## src/rtl/seq_detector_pkg.sv

```systemverilog
// Shared definitions for the runtime-programmable serial sequence detector:
// control-state encoding, length-field width helper and length-to-mask function.
package seq_detector_pkg;

  // FILL: fewer than len valid history bits; DETECT: enough bits to compare.
  typedef enum logic {
    ST_FILL   = 1'b0,
    ST_DETECT = 1'b1
  } state_e;

  // Width of a field that must hold the values 0..max_w inclusive.
  function automatic int len_w(input int max_w);
    return $clog2(max_w + 1);
  endfunction

  // Mask selecting the len most recent history bits (bit 0 = newest).
  function automatic logic [31:0] len_to_mask(input logic [31:0] len);
    if (len >= 32'd32) begin
      return '1;
    end
    return (32'd1 << len) - 32'd1;
  endfunction

endpackage

```

## src/rtl/seq_detector_if.sv

```systemverilog
// Bus between a serial bit source / configuration master and the detector.
// Handshake: din is consumed on every clock edge where din_valid is high and
// cfg_load is low; there is no ready, the detector always accepts. cfg_load is
// a one-cycle strobe and takes priority over din_valid in the same cycle.
interface seq_detector_if
  import seq_detector_pkg::*;
#(
  parameter int MAX_W   = 8,
  parameter int COUNT_W = 8
);
  localparam int LEN_W = len_w(MAX_W);

  logic               din_valid;
  logic               din;
  logic               cfg_load;
  logic [MAX_W-1:0]   cfg_pattern;
  logic [LEN_W-1:0]   cfg_len;
  logic               cfg_overlap;
  logic               cnt_clr;
  logic               match;
  logic               busy_fill;
  logic [COUNT_W-1:0] match_count;
  state_e             dbg_state;

  modport master (
    output din_valid, din, cfg_load, cfg_pattern, cfg_len, cfg_overlap, cnt_clr,
    input  match, busy_fill, match_count, dbg_state
  );

  modport slave (
    input  din_valid, din, cfg_load, cfg_pattern, cfg_len, cfg_overlap, cnt_clr,
    output match, busy_fill, match_count, dbg_state
  );
endinterface

```

## src/rtl/seq_match_counter.sv

```systemverilog
// Saturating match counter with synchronous clear (clear beats increment).
module seq_match_counter #(
  parameter int COUNT_W = 8
) (
  input  logic               clk,
  input  logic               rst_n,
  input  logic               i_inc,
  input  logic               i_clr,
  output logic [COUNT_W-1:0] o_count
);
  logic [COUNT_W-1:0] r_count;

  // Count match pulses, stick at all-ones, clear on request.
  always_ff @(posedge clk or negedge rst_n) begin
    if (!rst_n) begin
      r_count <= '0;
    end else if (i_clr) begin
      r_count <= '0;
    end else if (i_inc && (r_count != '1)) begin
      r_count <= r_count + 1'b1;
    end
  end

  assign o_count = r_count;
endmodule

```

## src/rtl/seq_detector_param.sv

```systemverilog
// Runtime-programmable serial bit-sequence detector (pattern, length, overlap).
// Optional match counter enabled by defining SEQDET_MATCH_COUNT_EN; without it
// match_count reads 0 and cnt_clr is ignored.
module seq_detector_param
  import seq_detector_pkg::*;
#(
  parameter int               MAX_W       = 8,
  parameter logic [MAX_W-1:0] DEF_PATTERN = MAX_W'(8'b0000_1011),
  parameter int               DEF_LEN     = 4,
  parameter int               COUNT_W     = 8
) (
  input logic            clk,
  input logic            rst_n,
  seq_detector_if.slave  bus
);
  localparam int             LEN_W     = len_w(MAX_W);
  localparam logic [LEN_W-1:0] MAX_LEN = LEN_W'(MAX_W);
  localparam logic [LEN_W-1:0] DEF_LEN_C = LEN_W'(DEF_LEN);

  logic [1:0]       r_rst_sync;
  logic             w_rst_n;
  logic [MAX_W-1:0] r_pattern, w_pattern_next;
  logic [LEN_W-1:0] r_len, w_len_next;
  logic             r_overlap, w_overlap_next;
  logic [MAX_W-1:0] r_hist, w_hist_next, w_hist_acc, w_mask;
  logic [LEN_W-1:0] r_fill, w_fill_next, w_fill_acc, w_len_cfg;
  logic             r_match, w_match_next, w_hit;
  logic             r_busy, w_busy_next;
  state_e           r_state, w_state_next;

  // Assert asynchronously, release two clocks after rst_n rises.
  always_ff @(posedge clk or negedge rst_n) begin
    if (!rst_n) r_rst_sync <= '0;
    else        r_rst_sync <= {r_rst_sync[0], 1'b1};
  end
  assign w_rst_n = r_rst_sync[1];

  // Candidate history/fill for an accepted bit and the resulting compare.
  always_comb begin
    w_mask     = MAX_W'(len_to_mask(32'(r_len)));
    w_hist_acc = {r_hist[MAX_W-2:0], bus.din};
    w_fill_acc = (r_fill == MAX_LEN) ? MAX_LEN : r_fill + 1'b1;
    w_hit      = (((w_hist_acc ^ r_pattern) & w_mask) == '0) && (w_fill_acc >= r_len);
    w_len_cfg  = (bus.cfg_len == '0) ? LEN_W'(1) :
                 (bus.cfg_len > MAX_LEN) ? MAX_LEN : bus.cfg_len;
  end

  // Control FSM next state plus datapath next values.
  always_comb begin
    w_pattern_next = r_pattern;
    w_len_next     = r_len;
    w_overlap_next = r_overlap;
    w_hist_next    = r_hist;
    w_fill_next    = r_fill;
    w_match_next   = 1'b0;
    w_state_next   = r_state;
    if (bus.cfg_load) begin
      w_pattern_next = bus.cfg_pattern;
      w_len_next     = w_len_cfg;
      w_overlap_next = bus.cfg_overlap;
      w_hist_next    = '0;
      w_fill_next    = '0;
      w_state_next   = ST_FILL;
    end else if (bus.din_valid) begin
      w_hist_next  = w_hist_acc;
      w_match_next = w_hit;
      // A non-overlapping match restarts filling from scratch.
      w_fill_next  = (w_hit && !r_overlap) ? '0 : w_fill_acc;
      w_state_next = (w_fill_next >= r_len) ? ST_DETECT : ST_FILL;
    end
    w_busy_next = (w_state_next == ST_FILL);
  end

  // State and datapath registers.
  always_ff @(posedge clk or negedge w_rst_n) begin
    if (!w_rst_n) begin
      r_pattern <= DEF_PATTERN;
      r_len     <= DEF_LEN_C;
      r_overlap <= 1'b1;
      r_hist    <= '0;
      r_fill    <= '0;
      r_match   <= 1'b0;
      r_busy    <= 1'b1;
      r_state   <= ST_FILL;
    end else begin
      r_pattern <= w_pattern_next;
      r_len     <= w_len_next;
      r_overlap <= w_overlap_next;
      r_hist    <= w_hist_next;
      r_fill    <= w_fill_next;
      r_match   <= w_match_next;
      r_busy    <= w_busy_next;
      r_state   <= w_state_next;
    end
  end

  assign bus.match     = r_match;
  assign bus.busy_fill = r_busy;
  assign bus.dbg_state = r_state;

`ifdef SEQDET_MATCH_COUNT_EN
  logic [COUNT_W-1:0] w_count;

  seq_match_counter #(.COUNT_W(COUNT_W)) u_match_counter (
    .clk     (clk),
    .rst_n   (w_rst_n),
    .i_inc   (r_match),
    .i_clr   (bus.cnt_clr),
    .o_count (w_count)
  );
  assign bus.match_count = w_count;
`else
  logic w_unused_cnt_clr;
  assign w_unused_cnt_clr = bus.cnt_clr;
  assign bus.match_count  = '0;
`endif
endmodule

```

## src/flat_wrapper.sv

```systemverilog
// flat-port wrapper written by rule: the top's interface ports become plain ports
module seq_detector_param_flat import seq_detector_pkg::*;
#(
  parameter int               MAX_W       = 8,
  parameter logic [MAX_W-1:0] DEF_PATTERN = MAX_W'(8'b0000_1011),
  parameter int               DEF_LEN     = 4,
  parameter int               COUNT_W     = 8
)
  (clk, rst_n, bus_din_valid, bus_din, bus_cfg_load, bus_cfg_pattern, bus_cfg_len, bus_cfg_overlap, bus_cnt_clr, bus_match, bus_busy_fill, bus_match_count, bus_dbg_state);
  seq_detector_if #(.MAX_W(MAX_W), .COUNT_W(COUNT_W)) bus_i ();
  input logic clk;
  input logic rst_n;
  input wire logic [$bits(bus_i.din_valid)-1:0] bus_din_valid;
  input wire logic [$bits(bus_i.din)-1:0] bus_din;
  input wire logic [$bits(bus_i.cfg_load)-1:0] bus_cfg_load;
  input wire logic [$bits(bus_i.cfg_pattern)-1:0] bus_cfg_pattern;
  input wire logic [$bits(bus_i.cfg_len)-1:0] bus_cfg_len;
  input wire logic [$bits(bus_i.cfg_overlap)-1:0] bus_cfg_overlap;
  input wire logic [$bits(bus_i.cnt_clr)-1:0] bus_cnt_clr;
  output wire logic [$bits(bus_i.match)-1:0] bus_match;
  output wire logic [$bits(bus_i.busy_fill)-1:0] bus_busy_fill;
  output wire logic [$bits(bus_i.match_count)-1:0] bus_match_count;
  output wire logic [$bits(bus_i.dbg_state)-1:0] bus_dbg_state;
  assign bus_i.din_valid = bus_din_valid;
  assign bus_i.din = bus_din;
  assign bus_i.cfg_load = bus_cfg_load;
  assign bus_i.cfg_pattern = bus_cfg_pattern;
  assign bus_i.cfg_len = bus_cfg_len;
  assign bus_i.cfg_overlap = bus_cfg_overlap;
  assign bus_i.cnt_clr = bus_cnt_clr;
  assign bus_match = bus_i.match;
  assign bus_busy_fill = bus_i.busy_fill;
  assign bus_match_count = bus_i.match_count;
  assign bus_dbg_state = bus_i.dbg_state;
  seq_detector_param #(.MAX_W(MAX_W), .DEF_PATTERN(DEF_PATTERN), .DEF_LEN(DEF_LEN), .COUNT_W(COUNT_W)) u_core (.clk(clk), .rst_n(rst_n), .bus(bus_i));
endmodule
```

## config.mk

```make
export PLATFORM = sky130hd
export DESIGN_NAME = seq_detector_param_flat
export DESIGN_NICKNAME = d
export VERILOG_FILES = /design/src/rtl/seq_detector_pkg.sv /design/src/rtl/seq_detector_if.sv /design/src/rtl/seq_match_counter.sv /design/src/rtl/seq_detector_param.sv /design/src/flat_wrapper.sv
export SDC_FILE = /design/constraint.sdc
export NUM_CORES = 1
export LEC_CHECK = 0
export BUFFER_PORTS_ARGS = -buffer_cell sky130_fd_sc_hd__buf_4
export CAP_MARGIN = 40
export CORE_MARGIN = 1
export CORE_UTILIZATION = 59
export DETAILED_ROUTE_END_ITERATION = 8
export PLACE_DENSITY = 0.83
export SYNTH_ARGS = -nofsm -noshare
export SYNTH_HDL_FRONTEND = slang
export SYNTH_SLANG_ARGS = --single-unit
export TNS_END_PERCENT = 30
```

## constraint.sdc

```tcl
create_clock -name clk -period 2.62 [get_ports clk]
set_input_delay 0.131 -clock clk [delete_from_list [all_inputs] [get_ports clk]]
set_output_delay 0.131 -clock clk [all_outputs]
set_load 0.05 [all_outputs]
```

# Word-level counts from Yosys, hierarchy flattened
# Index checks and enable logic that the tools add are counted.
# classes
order_cmp,3
add_sub_neg,2
n_shift,1
mux,13
eq_ne,1
n_reduce_logical,6
bitwise_logic,3
# ops
op,count
4-bit 2-to-1 mux,6
7-bit 2-to-1 mux,2
8-bit AND,1
4-bit greater-or-equal comparator,2
8-bit logical NOT,1
"1-bit by 4-bit left shift with 8-bit output, first input constant",1
"8-bit by 1-bit subtractor with 8-bit output, second input constant",1
8-bit bitwise XOR,1
1-bit 2-to-1 mux,5
"4-bit by 1-bit adder with 4-bit output, second input constant",1
"4-bit equality test, second input constant",1
"4-bit greater-than comparator, second input constant",1
4-bit logical NOT,1
1-bit logical AND,2
2-bit nonzero test,1
1-bit logical NOT,1
1-bit NOT,1
# word_totals
wordCells,38
reg_bits,29
output_inout_bits,11
in_bits,19

# Depth between registers and ports, before layout
# Gate-level depths: netlist of run 1.
# logic_depth
depth_word,12
mapped_depth,17
ltp_nobuf,17

# Worst setup path before layout of run 1
# OpenSTA, ideal clock, no wires.
# synth_timing
path_type,flip-flop to flip-flop
start,reg u_core.r_len[2]
end,"reg u_core.r_state, in the netlist u_core.bus.dbg_state"
slack_ns,-0.940
arrival_time_ns,3.413
setup_time_ns,0.146
required_ns,2.474
period_less_slack_ns,3.560
stages_incl_launch_ff,14
n_path_buf,1
path_cell_list,dfstp_2 > buf_6 > or4_4 > ha_1 > a2bb2o_4 > or4_4 > nor4_4 > or2_1 > ha_1 > nand2b_1 > a21o_1 > a21o_1 > a21oi_1 > a211oi_1
# synth_via
elab_chain_len,11
elab_cells_between_ends,12
classes_between,1 x add/sub; 2 x order compare; 1 x shift; 4 x mux; 1 x bitwise; 3 x reduce/logical
# synth_rtl
item,line,rtl
"start, declared",seq_detector_param.sv:23,"logic [LEN_W-1:0] r_len, w_len_next;"
"start signal, assigned",seq_detector_param.sv:87,r_len <= w_len_next;
1-bit by 4-bit left shift with 8-bit output,seq_detector_pkg.sv:21,return (32'd1 << len) - 32'd1;
8-bit by 1-bit subtractor with 8-bit output,seq_detector_pkg.sv:21,
8-bit AND,seq_detector_param.sv:43,w_hit = (((w_hist_acc ^ r_pattern) & w_mask) == '0) && (w_fill_acc >= r_len);
8-bit logical NOT,seq_detector_param.sv:43,
1-bit logical AND,seq_detector_param.sv:43,
1-bit logical AND,seq_detector_param.sv:68,w_fill_next = (w_hit && !r_overlap) ? '0 : w_fill_acc;
4-bit 2-to-1 mux,seq_detector_param.sv:68,
4-bit greater-or-equal comparator (*),seq_detector_param.sv:69,w_state_next = (w_fill_next >= r_len) ? ST_DETECT : ST_FILL;
1-bit 2-to-1 mux (*),seq_detector_param.sv:69,
1-bit 2-to-1 mux (*),seq_detector_param.sv:64,end else if (bus.din_valid) begin
1-bit 2-to-1 mux (*),seq_detector_param.sv:57,if (bus.cfg_load) begin
via u_core.w_state_next,seq_detector_param.sv:29,"state_e r_state, w_state_next;"
"end signal, assigned",seq_detector_param.sv:93,r_state <= w_state_next;
"end, declared",seq_detector_param.sv:29,
# The timed path passes the listed nets; every way through them passes the cells marked *.
# A chain may end at the register's enable or synchronous reset.

# Worst setup path after layout of run 1
# layout_timing
start,reg u_core.r_fill[0]
end,"reg u_core.r_state, in the netlist u_core.bus.dbg_state"
# layout_via
elab_chain_len,10
elab_cells_between_ends,11
classes_between,1 x add/sub; 2 x order compare; 1 x eq/ne; 5 x mux; 2 x reduce/logical
# layout_rtl
item,line,rtl
"start, declared",seq_detector_param.sv:26,"logic [LEN_W-1:0] r_fill, w_fill_next, w_fill_acc, w_len_cfg;"
"start signal, assigned",seq_detector_param.sv:90,r_fill <= w_fill_next;
4-bit by 1-bit adder with 4-bit output / 4-bit equality test (equally long branches),seq_detector_param.sv:42,w_fill_acc = (r_fill == MAX_LEN) ? MAX_LEN : r_fill + 1'b1;
4-bit 2-to-1 mux (*),seq_detector_param.sv:42,
4-bit greater-or-equal comparator,seq_detector_param.sv:43,
1-bit logical AND,seq_detector_param.sv:43,
1-bit logical AND,seq_detector_param.sv:68,
4-bit 2-to-1 mux (*),seq_detector_param.sv:68,
4-bit greater-or-equal comparator (*),seq_detector_param.sv:69,
1-bit 2-to-1 mux (*),seq_detector_param.sv:69,
1-bit 2-to-1 mux (*),seq_detector_param.sv:64,
1-bit 2-to-1 mux (*),seq_detector_param.sv:57,
via u_core.w_state_next,seq_detector_param.sv:29,
# Marks and branches as above.

==> results.json, run 1 <==
{
  "row_count": 19,
  "path_class": "reg -> reg",
  "peakVddDrop_mv": 0.482,
  "grt_pass1_wl_mm": 5.71,
  "drtPass1Iterations": 4,
  "clockRootBuffer": "clkbuf_4",
  "grt_use_total": 0.237,
  "grt_max_degree": 32,
  "nFillCells": 202,
  "seqPwrFrac": 0.443,
  "core_mm2": 0.00276,
  "dp_hpwl_mm": 2.47,
  "max-slew-margin-rel": 0.626,
  "antenna_left": 0,
  "timing.rr.end": "u_core.bus.dbg_state$_DFF_PN0_",
  "yosysUniqueCellTypes": 39,
  "finalNonFillerCells": 235,
  "antenna_found_initial": 0,
  "placed_cells": 222,
  "yosysMostFrequentCell": "dfrtp_1",
  "combPwrFrac": 0.291,
  "path_clk_slew_ns": 0.09,
  "post_drt_via_cell_ratio": 5.58,
  "fin_ws_ns": -0.668,
  "post_dp_cell_area_mm2": 0.00201,
  "yosysTopAreaCell": "dfrtp_1",
  "rr_worst_depth": 17,
  "synth_warnings": 0,
  "synth_common_cells": "dfrtp_1 (23), nor2_1 (17), ha_1 (11), mux2_2 (10)",
  "dr.first_iter.drc_count": 36,
  "ys.flop_type": "dfrtp_1",
  "cap_violations": 0,
  "drc": 0,
  "yosysTopAreaCellShare": 0.336,
  "power_density_mw_per_mm2": 532,
  "hold_class": "in -> reg",
  "routed_wl_mm": 3.31,
  "syn_to_final_growth_pct": 25.7,
  "first_global_vias": 1357,
  "switching_share": 0.295,
  "post-route-min-period_ns": 3.29,
  "die_y_um": 55.9,
  "ys_ff_latch": 29,
  "whs_path_depth": 2,
  "cts.htree.levels": 2,
  "worstPathRequired_ns": 2.83,
  "die_x_um": 55.9,
  "io_pins": 30,
  "numClockSinks": 29,
  "async_reset_ff_frac": 1.00,
  "outcome": "finished, violations left",
  "min_to": "u_core.r_pattern[1]$_DFFE_PN1P_",
  "static-leakage-power_nw": 1.03,
  "r2r-start": "u_core.r_fill[0]$_DFFE_PN0P_",
  "slew_violations": 0,
  "synth_seq_area_share": 0.428,
  "internal_power_mw": 0.807,
  "routedWlPerCell_um": 14.1,
  "timing.final.hold_violations": 0,
  "overflow": 0,
  "finalClockSkew_ns": 0.00953,
  "rsz0062_at_grt": "yes",
  "start_util": 0.621,
  "vias": 1311,
  "dp_slack_ns": -0.760,
  "design_area_mm2": 0.00215,
  "path_max_fanout": 3,
  "violations": "setup timing",
  "fin_crit_sh": 1.25,
  "dieArea_mm2": 0.00312,
  "nets": 233,
  "cts_buffers": 5,
  "io_buffers": 20,
  "gp_congestion": 0.857,
  "yosys-top-cells-area": "dfrtp_1 (34%), dfstp_2 (9.2%), ha_1 (8.0%)",
  "clockBufferDepth": 2,
  "hold_start": "bus_cfg_pattern[1]",
  "syn_area_per_cell_um2": 10.8,
  "postSynthCellCount": 159,
  "clk_latency_ns": 0.33,
  "setup_viol": 2,
  "reg2reg_slack_ns": -0.67,
  "start_kind": "flip-flop",
  "antenna_cells": 0,
  "clockPowerShare": 0.265,
  "worst_setup_path_end_kind": "flip-flop",
  "synth_edf_count": 0,
  "switchingPower_mw": 0.338,
  "cts_tree": "yes",
  "drive_gt1_frac": 0.397,
  "maxClockFrequency_mhz": 304,
  "worst_ep_arrival_time_ns": 3.49,
  "netlist_area_mm2": 0.00171,
  "worst_pin_slew_ns": 0.561
}
## area by class of cell
type                       count  area (µm²)  share of cell area
inverter                       7        26.3              0.0122
timing repair buffer          45         352               0.163
multi-input combinational    115         931               0.433
sequential                    29         733               0.341
clock inverter                 1        5.00             0.00233
tap                           31        38.8              0.0180
clock buffer                   7        65.1              0.0303
## critical path: stages (launching register included)
cell	delay (ns)
dfrtp_1	0.42
inv_2	0.09
ha_4	0.13
a21oi_1	0.06
mux2i_1	0.20
inv_1	0.07
ha_1	0.28
o21a_1	0.12
nor2_1	0.04
or4_4	0.55
nor4_4	0.16
buf_4	0.16
nor2b_1	0.05
ha_1	0.27
a21o_1	0.17
a21o_1	0.16
a21oi_2	0.15
a211oi_1	0.08
## metal layers
| metal | GRT usage | routed length, µm |
|---|---|---|
| met1 | 0.272 | 1350 |
| met2 | 0.420 | 1750 |
| met3 | 0.0674 | 144 |
| met4 | 0.0906 | 65 |
| met5 | 0 | 0 |
## worst max-delay path by stage
stage / start / end / slack (ns) / cells after the start
4_1_cts: u_core.r_fill[0]$_DFFE_PN0P_ / u_core.bus.dbg_state$_DFF_PN0_ / -0.68 / 17
3_3_place_gp: u_core.r_fill[0]$_DFFE_PN0P_ / u_core.bus.dbg_state$_DFF_PN0_ / -0.67 / 17
6_report: u_core.r_fill[0]$_DFFE_PN0P_ / u_core.bus.dbg_state$_DFF_PN0_ / -0.67 / 17
3_5_place_dp: u_core.r_fill[0]$_DFFE_PN0P_ / u_core.bus.dbg_state$_DFF_PN0_ / -0.76 / 17
5_1_grt: u_core.r_fill[0]$_DFFE_PN0P_ / u_core.bus.dbg_state$_DFF_PN0_ / -0.82 / 17
2_1_floorplan: u_core.r_len[2]$_DFFE_PN1P_ / u_core.bus.dbg_state$_DFF_PN0_ / -0.82 / 13
## cells by family after synthesis
logic type | share of synthesized area
AOI/OAI and AO/OA | 0.110
xor gates and xnor gates | 0.0512
adders and majority gates | 0.0804
buffers and inverters | 0.0702
DFF | 0.428
muxes | 0.113
other | 0.00439
and+or+nand+nor | 0.143
## sequential cells by signal (all words and copies together) (netlist names)
signal,cells
u_core.bus.dbg_state,1
u_core.r_len,4
u_core.r_fill,4
u_core.r_overlap,1
u_core.bus.match,1
u_core.r_rst_sync,2
u_core.r_hist,7
u_core.r_pattern,8
u_core.bus.busy_fill,1
## metrics by stage
stage | power (mW) | hold WS (ns) | utilization | TNS [ns]
after floorplan | 0.733 | -0.165 | - | -1.60
after global placement | 0.812 | -0.0867 | 0.722 | -1.31
after detailed placement | 0.825 | -0.0860 | 0.728 | -1.51
after CTS | 1.14 | 0.0220 | 0.763 | -1.41
after global routing | 1.21 | 0.0183 | 0.780 | -1.91
final | 1.14 | 0.0350 | 0.780 | -1.33
## cell usage in the layout (no fill, tap or decap), types with 2 or more instances in the layout
cell,count
o32ai_1,4
xnor2_1,4
nand3b_1,3
clkbuf_8,2
dfrtp_1,23
o211ai_1,3
nor4b_1,2
o21ai_0,3
buf_4,42
nand2_1,2
nor2b_1,2
inv_2,2
mux2_2,10
dfstp_2,6
or4_4,2
clkbuf_4,5
xor2_1,6
mux2i_1,8
a21oi_1,3
a21o_1,2
conb_1,9
inv_1,5
nand2b_1,4
ha_4,2
ha_1,9
o21a_1,2
nor2_1,17
nand3_1,2
## power by group through the flow
stage	Clock [mW]	Combinational, mW	Sequential [mW]
final	0.304	0.333	0.508
after global routing	0.331	0.362	0.513
after CTS	0.313	0.315	0.508
after detailed placement	0	0.309	0.516
after global placement	0	0.294	0.517
after floorplan	0	0.206	0.528
## what timing repair did
| item | CTS | global route |
|---|---|---|
| gates resized for setup | 2 | 8 |
| setup buffers | 2 | 2 |
| gates cloned | 0 | 0 |
| endpoints found under the hold margin | 2 | 0 |
| hold buffers | 1 | 0 |
| endpoints found under the setup margin | 6 | 6 |
| pin swaps | 1 | 3 |
Power figures use the tool's default switching activity.
==> inputs of run 2 (changes only) <==
--- a/config.mk
+++ b/config.mk
@@ -11,6 +11,7 @@
 export CORE_UTILIZATION = 59
 export DETAILED_ROUTE_END_ITERATION = 8
 export PLACE_DENSITY = 0.83
+export SETUP_SLACK_MARGIN = 0.2
 export SYNTH_ARGS = -nofsm -noshare
 export SYNTH_HDL_FRONTEND = slang
 export SYNTH_SLANG_ARGS = --single-unit
==> results.json, run 2 (synthesis results as in run 1) <==
{
  "worstPathRequired_ns": 2.83,
  "grt_pass1_wl_mm": 5.71,
  "dp_hpwl_mm": 2.47,
  "switchingPower_mw": 0.338,
  "power_density_mw_per_mm2": 532,
  "worst_ep_arrival_time_ns": 3.49,
  "syn_to_final_growth_pct": 25.7,
  "static-leakage-power_nw": 1.03,
  "setup_viol": 2,
  "path_class": "reg -> reg",
  "largest_register_ff_count": 8,
  "vias": 1309,
  "path_clk_slew_ns": 0.09,
  "top_regs": "u_core.r_pattern: 8 flops, u_core.r_hist: 7 flops",
  "grt_use_total": 0.237,
  "antenna_left": 0,
  "finalPower_mw": 1.14,
  "tns_ns": -1.32,
  "row_count": 19,
  "violations": "setup timing",
  "finalClockSkew_ns": 0.00955,
  "worst_pin_slew_ns": 0.562,
  "worst_setup_path_end_kind": "flip-flop",
  "rsz0062_at_grt": "yes",
  "clockBufferDepth": 2,
  "die_x_um": 55.9,
  "drive_gt1_frac": 0.397,
  "design_area_mm2": 0.00215,
  "peakVddDrop_mv": 0.482,
  "timing.final.hold_violations": 0,
  "slew_violations": 0,
  "post_drt_via_cell_ratio": 5.57,
  "clockPowerShare": 0.265,
  "antenna_found_initial": 0,
  "path_max_fanout": 3,
  "io_buffers": 20,
  "routed_wl_mm": 3.31,
  "first_global_vias": 1357,
  "antenna_cells": 0,
  "combPwrFrac": 0.291,
  "grt_max_degree": 32,
  "start_util": 0.621,
  "core_mm2": 0.00276,
  "dieArea_mm2": 0.00312,
  "cap_violations": 0,
  "routedWlPerCell_um": 14.1,
  "io_pins": 30,
  "switching_share": 0.295,
  "cts_tree": "yes",
  "placed_cells": 222,
  "overflow": 0,
  "finish.utilization": 0.780,
  "finalNonFillerCells": 235,
  "die_y_um": 55.9,
  "dr.first_iter.drc_count": 35,
  "nets": 233,
  "post_dp_cell_area_mm2": 0.00201,
  "drtPass1Iterations": 4,
  "nFillCells": 202,
  "outcome": "finished, violations left",
  "clockRootBuffer": "clkbuf_4",
  "hold_slack_ns": 0.0350,
  "maxClockFrequency_mhz": 305,
  "numClockSinks": 29,
  "post-route-min-period_ns": 3.28,
  "cts.htree.levels": 2,
  "hold_class": "in -> reg",
  "start_kind": "flip-flop",
  "fin_ws_ns": -0.663,
  "fin_crit_sh": 1.25,
  "clk_latency_ns": 0.33,
  "gp_congestion": 0.857,
  "seqPwrFrac": 0.443,
  "drc": 0,
  "final_common_cell": "buf_4",
  "top_register": "u_core.r_pattern",
  "cts_buffers": 5,
  "internal_power_mw": 0.807,
  "final_cell_mix": "buf_4 (42), dfrtp_1 (23), nor2_1 (17)",
  "dp_slack_ns": -0.760,
  "max-slew-margin-rel": 0.625
}
## run 2: cell counts in the layout (fill, tap and decap cells not counted)
Identical to the previous run, type by type.
## run 2: routing by layer
layer  vias up  track usage  share of wire
met5         -            0              0
met4         0       0.0906          0.020
met3         7       0.0674          0.043
met2        36        0.420           0.53
met1       635        0.272           0.41
li1        631            -              -
## run 2: cell type report
type | instances | area, µm² | share of cell area
Multi-Input combinational cell | 115 | 931 | 0.433
Sequential cell | 29 | 733 | 0.341
Timing Repair Buffer | 45 | 352 | 0.163
Clock buffer | 7 | 65.1 | 0.0303
Tap cell | 31 | 38.8 | 0.0180
Inverter | 7 | 26.3 | 0.0122
Clock inverter | 1 | 5.00 | 0.00233
## run 2: timing repair
action,CTS,global route
hold endpoints to repair,2,0
resized for setup,2,8
pin swaps,1,3
endpoints found under the setup margin,6,7
hold buffers,1,0
gates cloned,0,0
buffers inserted,2,2
## run 2: path summary, 6_finish.rpt
path	start	end	slack, ns	cells past startpoint
worst max-delay path	u_core.r_fill[0]$_DFFE_PN0P_	u_core.bus.dbg_state$_DFF_PN0_	-0.66	17
min in group asynchronous	rst_n	u_core.r_rst_sync[0]$_DFF_PN0_	0.15	2
worst max register to register	u_core.r_fill[0]$_DFFE_PN0P_	u_core.bus.dbg_state$_DFF_PN0_	-0.66	17
max in group asynchronous	u_core.r_rst_sync[1]$_DFF_PN0_	u_core.r_overlap$_DFFE_PN1P_	1.81	1
worst min register to register	u_core.r_rst_sync[1]$_DFF_PN0_	u_core.r_hist[2]$_DFFE_PN0P_	0.23	0
worst min-delay path	bus_cfg_pattern[1]	u_core.r_pattern[1]$_DFFE_PN1P_	0.03	2
## run 2: power by group through the flow
stage                     Sequential, mW  Clock (mW)  Combinational [mW]
after floorplan                    0.528           0               0.206
after global placement             0.517           0               0.294
after detailed placement           0.516           0               0.309
after CTS                          0.508       0.313               0.315
after global routing               0.513       0.331               0.362
final                              0.508       0.304               0.334
## run 2: worst max-delay path, stage by stage, from the launching register on
cell and delay [ns]:
dfrtp_1 0.41, inv_2 0.09, ha_4 0.14, a21oi_1 0.06, mux2i_1 0.20, inv_1 0.07
ha_1 0.28, o21a_1 0.12, nor2_1 0.04, or4_4 0.55, nor4_4 0.16, buf_4 0.16
nor2b_1 0.05, ha_1 0.27, a21o_1 0.17, a21o_1 0.16, a21oi_2 0.15, a211oi_1 0.08
==> inputs of run 3 (changes only) <==
--- a/config.mk
+++ b/config.mk
@@ -8,9 +8,9 @@
 export BUFFER_PORTS_ARGS = -buffer_cell sky130_fd_sc_hd__buf_4
 export CAP_MARGIN = 40
 export CORE_MARGIN = 1
-export CORE_UTILIZATION = 59
+export CORE_UTILIZATION = 42
 export DETAILED_ROUTE_END_ITERATION = 8
-export PLACE_DENSITY = 0.83
+export PLACE_DENSITY_LB_ADDON = 0.12
 export SETUP_SLACK_MARGIN = 0.2
 export SYNTH_ARGS = -nofsm -noshare
 export SYNTH_HDL_FRONTEND = slang
==> constraint.sdc (replaced) <==
create_clock -name clk -period 4.2 [get_ports clk]
set_input_delay 0.21 -clock clk [delete_from_list [all_inputs] [get_ports clk]]
set_output_delay 0.21 -clock clk [all_outputs]
set_load 0.05 [all_outputs]
==> results.json, run 3 (synthesis results as in run 1) <==
{
  "clockRootBuffer": "clkbuf_8",
  "worst_setup_path_end_kind": "flip-flop",
  "setup_viol": 0,
  "final_common_cell": "dfrtp_1",
  "peakVddDrop_mv": 0.196,
  "dieArea_mm2": 0.00433,
  "static-leakage-power_nw": 0.933,
  "path_clk_slew_ns": 0.06,
  "switchingPower_mw": 0.213,
  "routedWlPerCell_um": 13.8,
  "crit_start": "u_core.r_fill[0]$_DFFE_PN0P_",
  "combPwrFrac": 0.205,
  "clockPowerShare": 0.382,
  "die_y_um": 65.8,
  "post_dp_cell_area_mm2": 0.00189,
  "hold_class": "in -> reg",
  "hold_slack_ns": 0.165,
  "dp_hpwl_mm": 2.37,
  "rr_worst_depth": 16,
  "finalClockSkew_ns": 0.00234,
  "antenna_cells": 0,
  "grt_max_degree": 32,
  "slowest_stage": "a2111oi_0",
  "final_cell_mix": "dfrtp_1 (23), buf_4 (21), nor2_1 (17)",
  "path_buf_inv": 1,
  "slew_violations": 0,
  "seqPwrFrac": 0.413,
  "gp_congestion": 0.800,
  "vias": 1212,
  "core_mm2": 0.00377,
  "tns_ns": 0,
  "endpoint": "u_core.bus.dbg_state$_DFF_PN0_",
  "io_pins": 30,
  "timing.final.hold_violations": 0,
  "antenna_left": 0,
  "crit_top_cell": "ha_1",
  "drive_gt1_frac": 0.275,
  "start_util": 0.454,
  "cts_buffers": 5,
  "crit_chain": "inv_1 -> ha_1 -> nand2_1 -> o21ai_0 -> ha_1 -> nand2b_1 -> a2111oi_0 -> or4_4 -> nor4_4 -> or2_1 -> ha_1 -> nand2b_1 -> a21o_1 -> a21o_1 -> a21oi_1 -> a211oi_1",
  "timing.rr.end": "u_core.bus.dbg_state$_DFF_PN0_",
  "cap_violations": 0,
  "clk_latency_ns": 0.27,
  "grt_use_total": 0.169,
  "post_drt_via_cell_ratio": 5.27,
  "crit_cells": 16,
  "path_class": "reg -> reg",
  "slowest_delay_ns": 0.43,
  "top_regs": "u_core.r_pattern: 8 flops, u_core.r_hist: 7 flops",
  "numClockSinks": 29,
  "nFillCells": 330,
  "syn_to_final_growth_pct": 17.8,
  "start_kind": "flip-flop",
  "reg2reg_slack_ns": 0.54,
  "outcome": "finished clean",
  "top_register": "u_core.r_pattern",
  "row_count": 22,
  "cts.htree.levels": 2,
  "path_max_fanout": 3,
  "antenna_found_initial": 0,
  "drc": 0,
  "grt_pass1_wl_mm": 5.47,
  "r2r-start": "u_core.r_fill[0]$_DFFE_PN0P_",
  "routed_wl_mm": 3.19,
  "fin_crit_sh": 0.873,
  "first_global_vias": 1219,
  "clockBufferDepth": 2,
  "internal_power_mw": 0.570,
  "drtPass1Iterations": 4,
  "nets": 211,
  "cp_top_family": "compound AO/OA/AOI/OAI gates",
  "switching_share": 0.272,
  "overflow": 0,
  "rsz0062_at_grt": "no",
  "cts_tree": "yes",
  "io_buffers": 20,
  "die_x_um": 65.8,
  "design_area_mm2": 0.00202,
  "dr.first_iter.drc_count": 52,
  "worst_ep_arrival_time_ns": 3.81,
  "maxClockFrequency_mhz": 273,
  "post-route-min-period_ns": 3.66,
  "largest_register_ff_count": 8,
  "worstPathRequired_ns": 4.35,
  "power_density_mw_per_mm2": 389
}
run 3: changes by cell type in the layout (fill, tap and decap cells not counted), moves of 2 or more:
cell / previous run / this run
buf_4: 42 / 21
ha_1: 9 / 11
ha_4: 2 / 0
clkbuf_4: 5 / 0
inv_2: 2 / 0
inv_1: 5 / 7
clkbuf_8: 2 / 6
run 3: metrics by stage:
step	util	std cells	power [mW]	setup slack [ns]
after global routing	0.535	230	0.820	0.237
after global placement	0.494	220	0.479	0.611
after detailed placement	0.501	221	0.489	0.526
after floorplan	-	166	0.452	0.640
after CTS	0.535	230	0.790	0.497
final	0.535	230	0.783	0.535
run 3: cell type report:
cell class	count	area [µm²]	share of cell area
sequential	29	733	0.364
tap	48	60.1	0.0298
clock buffer	7	86.3	0.0428
inverter	7	26.3	0.0130
timing repair buffer	23	195	0.0968
clock inverter	1	30.0	0.0149
multi-input combinational	115	885	0.439
run 3: worst min-delay path by stage:
stage / from / cells after the start / endpoint / slack, ns
2_1_floorplan: rst_n / 0 / u_core.r_rst_sync[0]$_DFF_PN0_ / -0.09
3_3_place_gp: rst_n / 1 / u_core.r_rst_sync[0]$_DFF_PN0_ / -0.008
3_5_place_dp: rst_n / 1 / u_core.r_rst_sync[0]$_DFF_PN0_ / -0.007
4_1_cts: bus_cfg_pattern[5] / 2 / u_core.r_pattern[5]$_DFFE_PN0P_ / 0.16
5_1_grt: bus_cfg_pattern[5] / 2 / u_core.r_pattern[5]$_DFFE_PN0P_ / 0.15
6_report: bus_cfg_pattern[5] / 2 / u_core.r_pattern[5]$_DFFE_PN0P_ / 0.17
run 3: timing repair:
action	4_1_cts	5_1_grt
hold endpoints to repair	2	0
hold buffers	1	0
gates resized for setup	0	0
setup buffers	0	0
run 3: metal layers:
layer,vias up,global-route usage,share of wire
li1,583,-,-
met1,590,0.201,0.44
met2,37,0.288,0.51
met3,2,0.0500,0.046
met4,0,0.0598,0.0060
met5,-,0,0
run 3: power by group through the flow:
stage | combinational, mW | clock [mW] | sequential, mW
3_3_place_gp | 0.149 | 0 | 0.330
3_5_place_dp | 0.161 | 0 | 0.328
5_1_grt | 0.179 | 0.315 | 0.327
2_1_floorplan | 0.123 | 0 | 0.329
6_report | 0.161 | 0.299 | 0.323
4_1_cts | 0.163 | 0.304 | 0.323
